[config.mk]
export PLATFORM = sky130hd
export DESIGN_NAME = switch_panel_debounce
export DESIGN_NICKNAME = d
export VERILOG_FILES = /design/src/rtl/led_pkg.sv /design/src/rtl/switch_sync.sv /design/src/rtl/switch_panel_debounce.sv
export SDC_FILE = /design/constraint.sdc
export NUM_CORES = 1
export LEC_CHECK = 0
export ABC_AREA = 1
export BUFFER_PORTS_ARGS = -buffer_cell sky130_fd_sc_hd__buf_4
export CAP_MARGIN = 20
export CORE_MARGIN = 4
export CORE_UTILIZATION = 60
export DETAILED_ROUTE_END_ITERATION = 12
export PLACE_DENSITY = 0.8
export SLEW_MARGIN = 0
export SYNTH_ARGS = -nofsm -noshare
export SYNTH_HDL_FRONTEND = slang
export SYNTH_SLANG_ARGS = --single-unit
export TNS_END_PERCENT = 20
[constraint.sdc]
create_clock -name clk -period 3.9 [get_ports clk]
set_clock_uncertainty 0.05 [all_clocks]
set_input_delay 1.17 -clock clk [delete_from_list [all_inputs] [get_ports clk]]
set_output_delay 1.17 -clock clk [all_outputs]
set_load 0.1 [all_outputs]
[src/rtl/led_pkg.sv]
// Shared constants for the RGB LED switch panel path: colour field
// boundaries inside the 16-bit panel word and the debounce state encoding.
package led_pkg;

    localparam int unsigned PANEL_W = 16;
    localparam int unsigned RED_MSB = 15;
    localparam int unsigned RED_LSB = 11;
    localparam int unsigned GRN_MSB = 10;
    localparam int unsigned GRN_LSB = 5;
    localparam int unsigned BLU_MSB = 4;
    localparam int unsigned BLU_LSB = 0;

    typedef enum logic {
        STABLE = 1'b0,
        SETTLE = 1'b1
    } settle_state_e;

endpackage

[src/rtl/switch_sync.sv]
// Parameterised-width two-flop synchroniser for asynchronous inputs.
// Both stages clear on the synchronous active-high reset.
module switch_sync #(
    parameter int unsigned W = 1
) (
    input  logic         clk,
    input  logic         rst,
    input  logic [W-1:0] d,
    output logic [W-1:0] q
);

    logic [W-1:0] sync_a_r;
    logic [W-1:0] sync_b_r;

    // Two-stage metastability filter.
    always_ff @(posedge clk) begin
        if (rst) begin
            sync_a_r <= {W{1'b0}};
            sync_b_r <= {W{1'b0}};
        end else begin
            sync_a_r <= d;
            sync_b_r <= sync_a_r;
        end
    end

    assign q = sync_b_r;

endmodule

[src/rtl/switch_panel_debounce.sv]
// Panel-wide debouncer for the 16-bit slide-switch bank feeding the LED driver.
// The synchronised panel must hold one value for DEBOUNCE_CYCLES consecutive
// samples before it is committed to switchPanel; any bounce on any bit
// restarts the settle for the whole word.
// Optional feature macro: SWITCH_PANEL_PULSE_EN adds the panelUpdate pulse.
module switch_panel_debounce
    import led_pkg::*;
#(
    parameter int unsigned DEBOUNCE_CYCLES = 32'd1000000
) (
    input  logic               clk,
    input  logic               rst,
    input  logic [PANEL_W-1:0] rawSwitch,
    output logic [PANEL_W-1:0] switchPanel,
    output logic               stable
`ifdef SWITCH_PANEL_PULSE_EN
    ,
    output logic               panelUpdate
`endif
);

    localparam int unsigned CNT_W = $clog2(DEBOUNCE_CYCLES + 32'd1);
    // The sample that detects the change counts as the first settled cycle,
    // so the commit edge is reached when the counter shows DEBOUNCE_CYCLES-2.
    localparam logic [CNT_W-1:0] CNT_LAST =
        (DEBOUNCE_CYCLES >= 32'd2) ? CNT_W'(DEBOUNCE_CYCLES - 32'd2) : {CNT_W{1'b0}};
    // With a one-cycle settle the detecting sample already satisfies it.
    localparam bit SINGLE_CYCLE = (DEBOUNCE_CYCLES == 32'd1);

    logic [PANEL_W-1:0] sync_b_s;
    settle_state_e      state_r;
    settle_state_e      state_s;
    logic [PANEL_W-1:0] cand_r;
    logic [PANEL_W-1:0] cand_s;
    logic [CNT_W-1:0]   cnt_r;
    logic [CNT_W-1:0]   cnt_s;
    logic [PANEL_W-1:0] panel_r;
    logic [PANEL_W-1:0] panel_s;
    logic               stable_r;
    logic               pulse_s;

    switch_sync #(
        .W (PANEL_W)
    ) u_sync (
        .clk (clk),
        .rst (rst),
        .d   (rawSwitch),
        .q   (sync_b_s)
    );

    // Next-state, candidate, counter and commit decision.
    always_comb begin
        state_s = state_r;
        cand_s  = cand_r;
        cnt_s   = cnt_r;
        panel_s = panel_r;
        pulse_s = 1'b0;
        case (state_r)
            STABLE: begin
                if (sync_b_s != panel_r) begin
                    cand_s = sync_b_s;
                    cnt_s  = {CNT_W{1'b0}};
                    if (SINGLE_CYCLE) begin
                        panel_s = sync_b_s;
                        pulse_s = 1'b1;
                        state_s = STABLE;
                    end else begin
                        state_s = SETTLE;
                    end
                end else begin
                    state_s = STABLE;
                end
            end
            SETTLE: begin
                if (sync_b_s != cand_r) begin
                    cand_s = sync_b_s;
                    cnt_s  = {CNT_W{1'b0}};
                end else if (cnt_r == CNT_LAST) begin
                    panel_s = cand_r;
                    pulse_s = (cand_r != panel_r);
                    state_s = STABLE;
                end else begin
                    cnt_s = cnt_r + CNT_W'(1'b1);
                end
            end
            default: begin
                state_s = STABLE;
                cnt_s   = {CNT_W{1'b0}};
            end
        endcase
    end

    // State, candidate, counter and registered panel/stable outputs.
    always_ff @(posedge clk) begin
        if (rst) begin
            state_r  <= STABLE;
            cand_r   <= {PANEL_W{1'b0}};
            cnt_r    <= {CNT_W{1'b0}};
            panel_r  <= {PANEL_W{1'b0}};
            stable_r <= 1'b1;
        end else begin
            state_r  <= state_s;
            cand_r   <= cand_s;
            cnt_r    <= cnt_s;
            panel_r  <= panel_s;
            stable_r <= (state_s == STABLE);
        end
    end

    assign switchPanel = panel_r;
    assign stable      = stable_r;

`ifdef SWITCH_PANEL_PULSE_EN
    logic pulse_r;

    // One-cycle change pulse aligned with the newly committed panel value.
    always_ff @(posedge clk) begin
        if (rst) begin
            pulse_r <= 1'b0;
        end else begin
            pulse_r <= pulse_s;
        end
    end

    assign panelUpdate = pulse_r;
`else
    logic unused_pulse_s;
    assign unused_pulse_s = pulse_s;
`endif

endmodule
**Word level (Yosys, flattened, before mapping)**

Index checks and enable logic that the tools add are counted.

- Bits in registers: 86
- Input bits: 18
- Output and inout bits: 17
- Word-level logic and storage cells: 31

- Add/subtract/negate cells: 1
- Equality and inequality tests: 6
- Mux-type cells: 11
- Bitwise operators: 3
- Reductions and logical operators: 3

Operators by type and width:

| cell | count |
|---|---|
| $mux W20 | 3 |
| $pmux W20 S2 | 1 |
| $mux W16 | 2 |
| $ne A16 B16 Y1 | 2 |
| $pmux W16 S2 | 1 |
| $add A20 B1 Y20 const B | 1 |
| $eq A20 B20 Y1 const B | 1 |
| $reduce_and A2 Y1 | 2 |
| $mux W1 | 3 |
| $ne A3 B3 Y1 const B | 1 |
| $not A1 Y1 | 3 |
| $reduce_and A3 Y1 | 1 |
| $ne A2 B1 Y1 const B | 1 |
| $ne A2 B2 Y1 const B | 1 |
| $pmux W1 S2 | 1 |

**Logic depth before layout (Yosys ltp)**

- Depth after elaboration: 5
- Depth in mapped cells: 13

**Cells and area by module**

A second synthesis with hierarchy kept.

- Cell total of the unflattened synthesis: 707
- Area, all modules: 4459.3 µm²

Modules (own cells, without submodules):

| module | instances | cells an instance | area each (µm²) |
|---|---|---|---|
| switch_panel_debounce | 1 | 608 | 3544.6 |
| switch_sync | 1 | 99 | 914.6 |

**Worst setup path after synthesis**

OpenSTA, ideal clock, no wires.

- Kind: reg-to-reg
- Start point: register panel_r[1], in the netlist switchPanel[1]
- End point: register cand_r[10]
- Library setup time: 0.115 ns
- Arrival: 2.043 ns
- Setup slack: 1.692 ns
- Stages on the path, launching flop included: 11
- Path buffers: 1
- Clock period less this slack: 2.208 ns
- Path through: dfxtp_1 -> inv_1 -> nand2_1 -> nand2_1 -> nor2_1 -> nand3_1 -> nor2_1 -> nand3_2 -> clkbuf_1 -> a21oi_1 -> nor2_1

- Word-level cells in the longest chain between the ends: 3

RTL lines:

| element | line | RTL |
|---|---|---|
| from (decl) | switch_panel_debounce.sv:37 | `logic [PANEL_W-1:0] panel_r;` |
| from (signal assigned) | switch_panel_debounce.sv:99 | `panel_r <= {PANEL_W{1'b0}};` |
| from (signal assigned) | switch_panel_debounce.sv:105 | `panel_r <= panel_s;` |
| $ne A16 B16 Y1 | switch_panel_debounce.sv:60 | `if (sync_b_s != panel_r) begin` |
| $ne A2 B2 Y1 (no source line) | -- |  |
| $reduce_and A2 Y1 (no source line) | -- |  |
| to (signal assigned) | switch_panel_debounce.sv:97 | `cand_r <= {PANEL_W{1'b0}};` |
| to (signal assigned) | switch_panel_debounce.sv:103 | `cand_r <= cand_s;` |
| to (decl) | switch_panel_debounce.sv:33 | `logic [PANEL_W-1:0] cand_r;` |

No other way between the ends.
A chain may end at the register's enable or synchronous reset.

**Worst setup path in the final report**

- Start point: register panel_r[5], in the netlist switchPanel[5]
- End point: output port switchPanel[5]

RTL lines:

| element | line | RTL |
|---|---|---|
| to (decl) | switch_panel_debounce.sv:14 | `output logic [PANEL_W-1:0] switchPanel,` |

No word-level cell between the ends.

==> summary by stage <==
STA
The setup TNS after final layout is 0 ps. The number of hold-slack violations in the final timing report is 0. The upper clock frequency limit is 430 MHz. The share of the clock period used by the worst path after layout is 0.597.

The minimum period implied by the final worst setup slack is 2330 ps. For the pin with the worst max-slew slack, the measured transition is 482 ps. Measured against its own limit, the worst slew margin works out to 0.676. The final number of max-transition violations came to 0. The setup-violating endpoint count in the final report is 0. Setup repair after global routing left no endpoint under its margin.

Synthesis
The main combinational cell family by area after synthesis is simple AND/OR/NAND/NOR gates. The total nets after synthesis is 737. The share of Yosys cell area claimed by the top area cell type is 0.389. After synthesis the netlist holds a flip-flop and latch count of 86. The count of mapped cells out of synthesis is 717. The synthesized netlist contains 27 unique library cells. The mux cell area share after synthesis is 0. Of the total synthesized cell area, the portion taken by full adders, half adders and majority gates is 0.00565. The fraction of the mapped netlist area in compound gates is 0.0441. The synthesized area divided by synthesized cell count is 6.17 µm². Of the total synthesized cell area, the portion taken by XOR and XNOR cells is 0.0297. After synthesis, the cell types taking the most area are dfxtp_1 (39%), nand2_1 (17%), nor2_1 (14%). The count of yosys warnings during synthesis is 0. The combined area of all synthesized cells is 4430 µm². The cell taking the most area after synthesis is dfxtp_1. For this run, the register share of the synthesized area comes to 0.389. The simple-gate share of the synthesized area is 0.396.

Floorplanning
The area of the die is 8810 µm². The initialized floorplan defines 31 standard-cell rows. The effective utilization at floorplan is 0.613. 35 I/O pins were placed. The floorplan core area is 7210 µm². The vertical die dimension is 93.9 µm. The floorplan step set the die width to 93.9 µm.

Outcome
The flow ran to the end, and the final reports show no timing, DRC or antenna violations.

Clock tree
The TritonCTS clock tree is done. The TritonCTS sink count is 86. The H-tree level count is 3.

Clock-pin slew was measured on the worst setup and hold paths at 90 ps. The post-cts resize count is 0. CTS placed an instance of clkbuf_8 at the clock tree root. The total of hold buffers inserted after clock tree synthesis is 0. The total clock buffers created by CTS is 9. The number of buffers on the longest clock path is 2. For the worst-skew pair, the clock arrives at the later sink with an insertion delay of 370 ps.

The number of setup buffers added after CTS is 0.

Power and ir drop
The maximum vdd drop is 0.293 mV. In this run the power density over the cells is 371 nW/µm². The leakage dissipation is 2.58 nW.

Setup path
STA classifies the critical path endpoint as an output port. The cell type of the slowest stage on the worst timing path is dfxtp_1. The maximum fanout along the worst path is 4. The kind of cell adding the most delay to the critical path is flip-flops. For this run, the slowest stage of the critical path takes 420 ps. The number of buffer and inverter stages on the critical path is 1. The internal reg-to-reg setup slack is 1730 ps.

Data on the critical path is required at its endpoint by 2680 ps. The worst setup path is launched from a register. Traced cell by cell, the critical path runs through buf_4. The data arrival time of the critical path is 1110 ps. The worst setup path is of the reg2out kind.

Routing
Summing over every cut layer, the via total after detailed routing is 4133. The via density per instance is 4.88. The remaining antenna violation count after routing is 0. After the first detailed-routing iteration, the DRC count stood at 248.

The detailed-routing iteration count for the pre-antenna-repair pass is 4. The mean routed wirelength per cell is 11.6 µm. The final wirelength is 9790 µm.

In the routed design, unresolved DRC markers number 0.

Layout
Counting the fill cells in the layout gives 670. Of the cells placed in the final design, the portion with a size suffix greater than 1 is 0.108. The net count of the finished layout is 763. Summing all non-filler instances in the final layout gives an area of 4910 µm². The repair_antennas step left the layout with diodes totalling 0. The multi-input combinational cells in the finished layout cover a total of 2100 µm². Registers take 1720 µm². Relative to the synthesized area, the layout overhead comes to 10.9%.

Place
The count of buffers inserted at the top-level ports is 34. The placed instance area is 4700 µm². Once detailed placement completed, the half-perimeter wirelength came to 7040 µm. The congestion estimate from routability-driven global placement came to 0.921.

GRT
The initial antenna violation count is 0. The number of global-route vias before repair was 3949. For this run the aggregate overflow at the end of global routing stands at 0.

The global-route wire length before repair is 16800 µm. Entering global routing, the biggest net connects 38 pins. The overall routing resource usage is 0.241.

Hold path
The min-delay analysis places its worst path in the category reg2reg.

Flow run
The number of max-capacitance violations reported is 0.
==> worst paths after layout <==
kind | startpoint | end | cells past startpoint
worst max register to register | cnt_r[0] | switchPanel[14] | 10
worst min register to register | u_sync.sync_a_r[9] | u_sync.q[9] | 2
worst max-delay path | switchPanel[5] | switchPanel[5] | 1
worst min-delay path | u_sync.sync_a_r[9] | u_sync.q[9] | 2
==> cells in the mapped netlist <==
cell type	instances
nand2_1	198
nor2_1	161
inv_1	109
dfxtp_1	86
nand3_1	43
a21oi_1	21
xor2_1	13
o21ai_0	12
clkbuf_1	11
inv_2	11
buf_2	6
nand4_1	6
o21ai_1	6
buf_6	5
clkinv_1	5
nor2_2	5
nand2_2	4
nor3_1	3
ha_1	2
nor2_4	2
xnor2_1	2
buf_1	1
nand2_4	1
nand3_2	1
nand3_4	1
nand4_2	1
or2_2	1
==> layout by cell type (no fill, tap or decap) <==
cell,Yosys,routed
nand3_1,43,43
nand2_1,198,198
ha_1,2,2
nand2_4,1,1
inv_8,0,1
clkinv_1,5,5
inv_2,11,11
inv_6,0,2
xor2_1,13,13
nor3_1,3,3
clkinv_2,0,1
or2_2,1,1
clkbuf_8,0,9
o21ai_0,12,12
clkinv_4,0,1
inv_1,109,109
bufinv_16,0,1
xnor2_1,2,2
nand2_2,4,4
nor2_4,2,2
nor2_1,161,161
o21ai_1,6,6
nor2_2,5,5
nand3_2,1,1
nand4_2,1,1
a21oi_1,21,21
buf_4,0,38
clkinvlp_4,0,1
dfxtp_1,86,86
nand4_1,6,6
nand3_4,1,1
==> power by group <==
group | total, W | switching [W] | leakage (nW) | internal [W]
registers | 0.000938 | 0.0000277 | 0.703 | 0.000911
clock network | 0.000649 | 0.000345 | 0.102 | 0.000305
logic | 0.000233 | 0.000149 | 1.78 | 0.0000834
total | 0.00182 | 0.000522 | 2.58 | 0.00130
==> layout make-up <==
cell class	instances	area share
multi-input cells	483	0.429
clock buffers	9	0.0252
flip-flops and latches	86	0.351
well taps	99	0.0252
repair buffers	38	0.0581
inverters	125	0.0956
clock inverters	7	0.0163
==> logic make-up after synthesis <==
logic type	count (synthesis)
compound gates	39
simple gates	427
fa+ha+maj	2
buf+inv	148
xor+xnor	15
flops	86
==> state kept, by name, indices dropped and copies added (netlist names) <==
signal / flops
cand_r: 16
cnt_r: 20
stable: 1
state_r: 1
switchPanel: 16
u_sync.q: 16
u_sync.sync_a_r: 16
==> through the flow <==
step,total power (W),setup WS [ps],hold slack [ps],util,std cells
after floorplan,0.00114,1690,338,-,717
after global placement,0.00118,1690,340,0.652,831
after detailed placement,0.00119,1640,343,0.652,831
after CTS,0.00183,1570,356,0.680,847
after global routing,0.00192,1450,374,0.680,847
final,0.00182,1570,354,0.680,847
==> metal layers <==
layer  wire length [µm]  global-route usage  vias to the layer above  share of wire
met3                584              0.0505                       24          0.060
li1                   -                   -                     2177              -
met5                  0                   0                        -              0
met1               4220               0.279                     1824           0.43
met2               4760               0.423                      108           0.49
met4                222               0.107                        0          0.023
==> worst min-delay path, stage by stage, from the launching register on <==
cell and delay (ps):
dfxtp_1 300, inv_1 40, nor2_1 30
No activity file was read; power rests on OpenSTA's default activity.
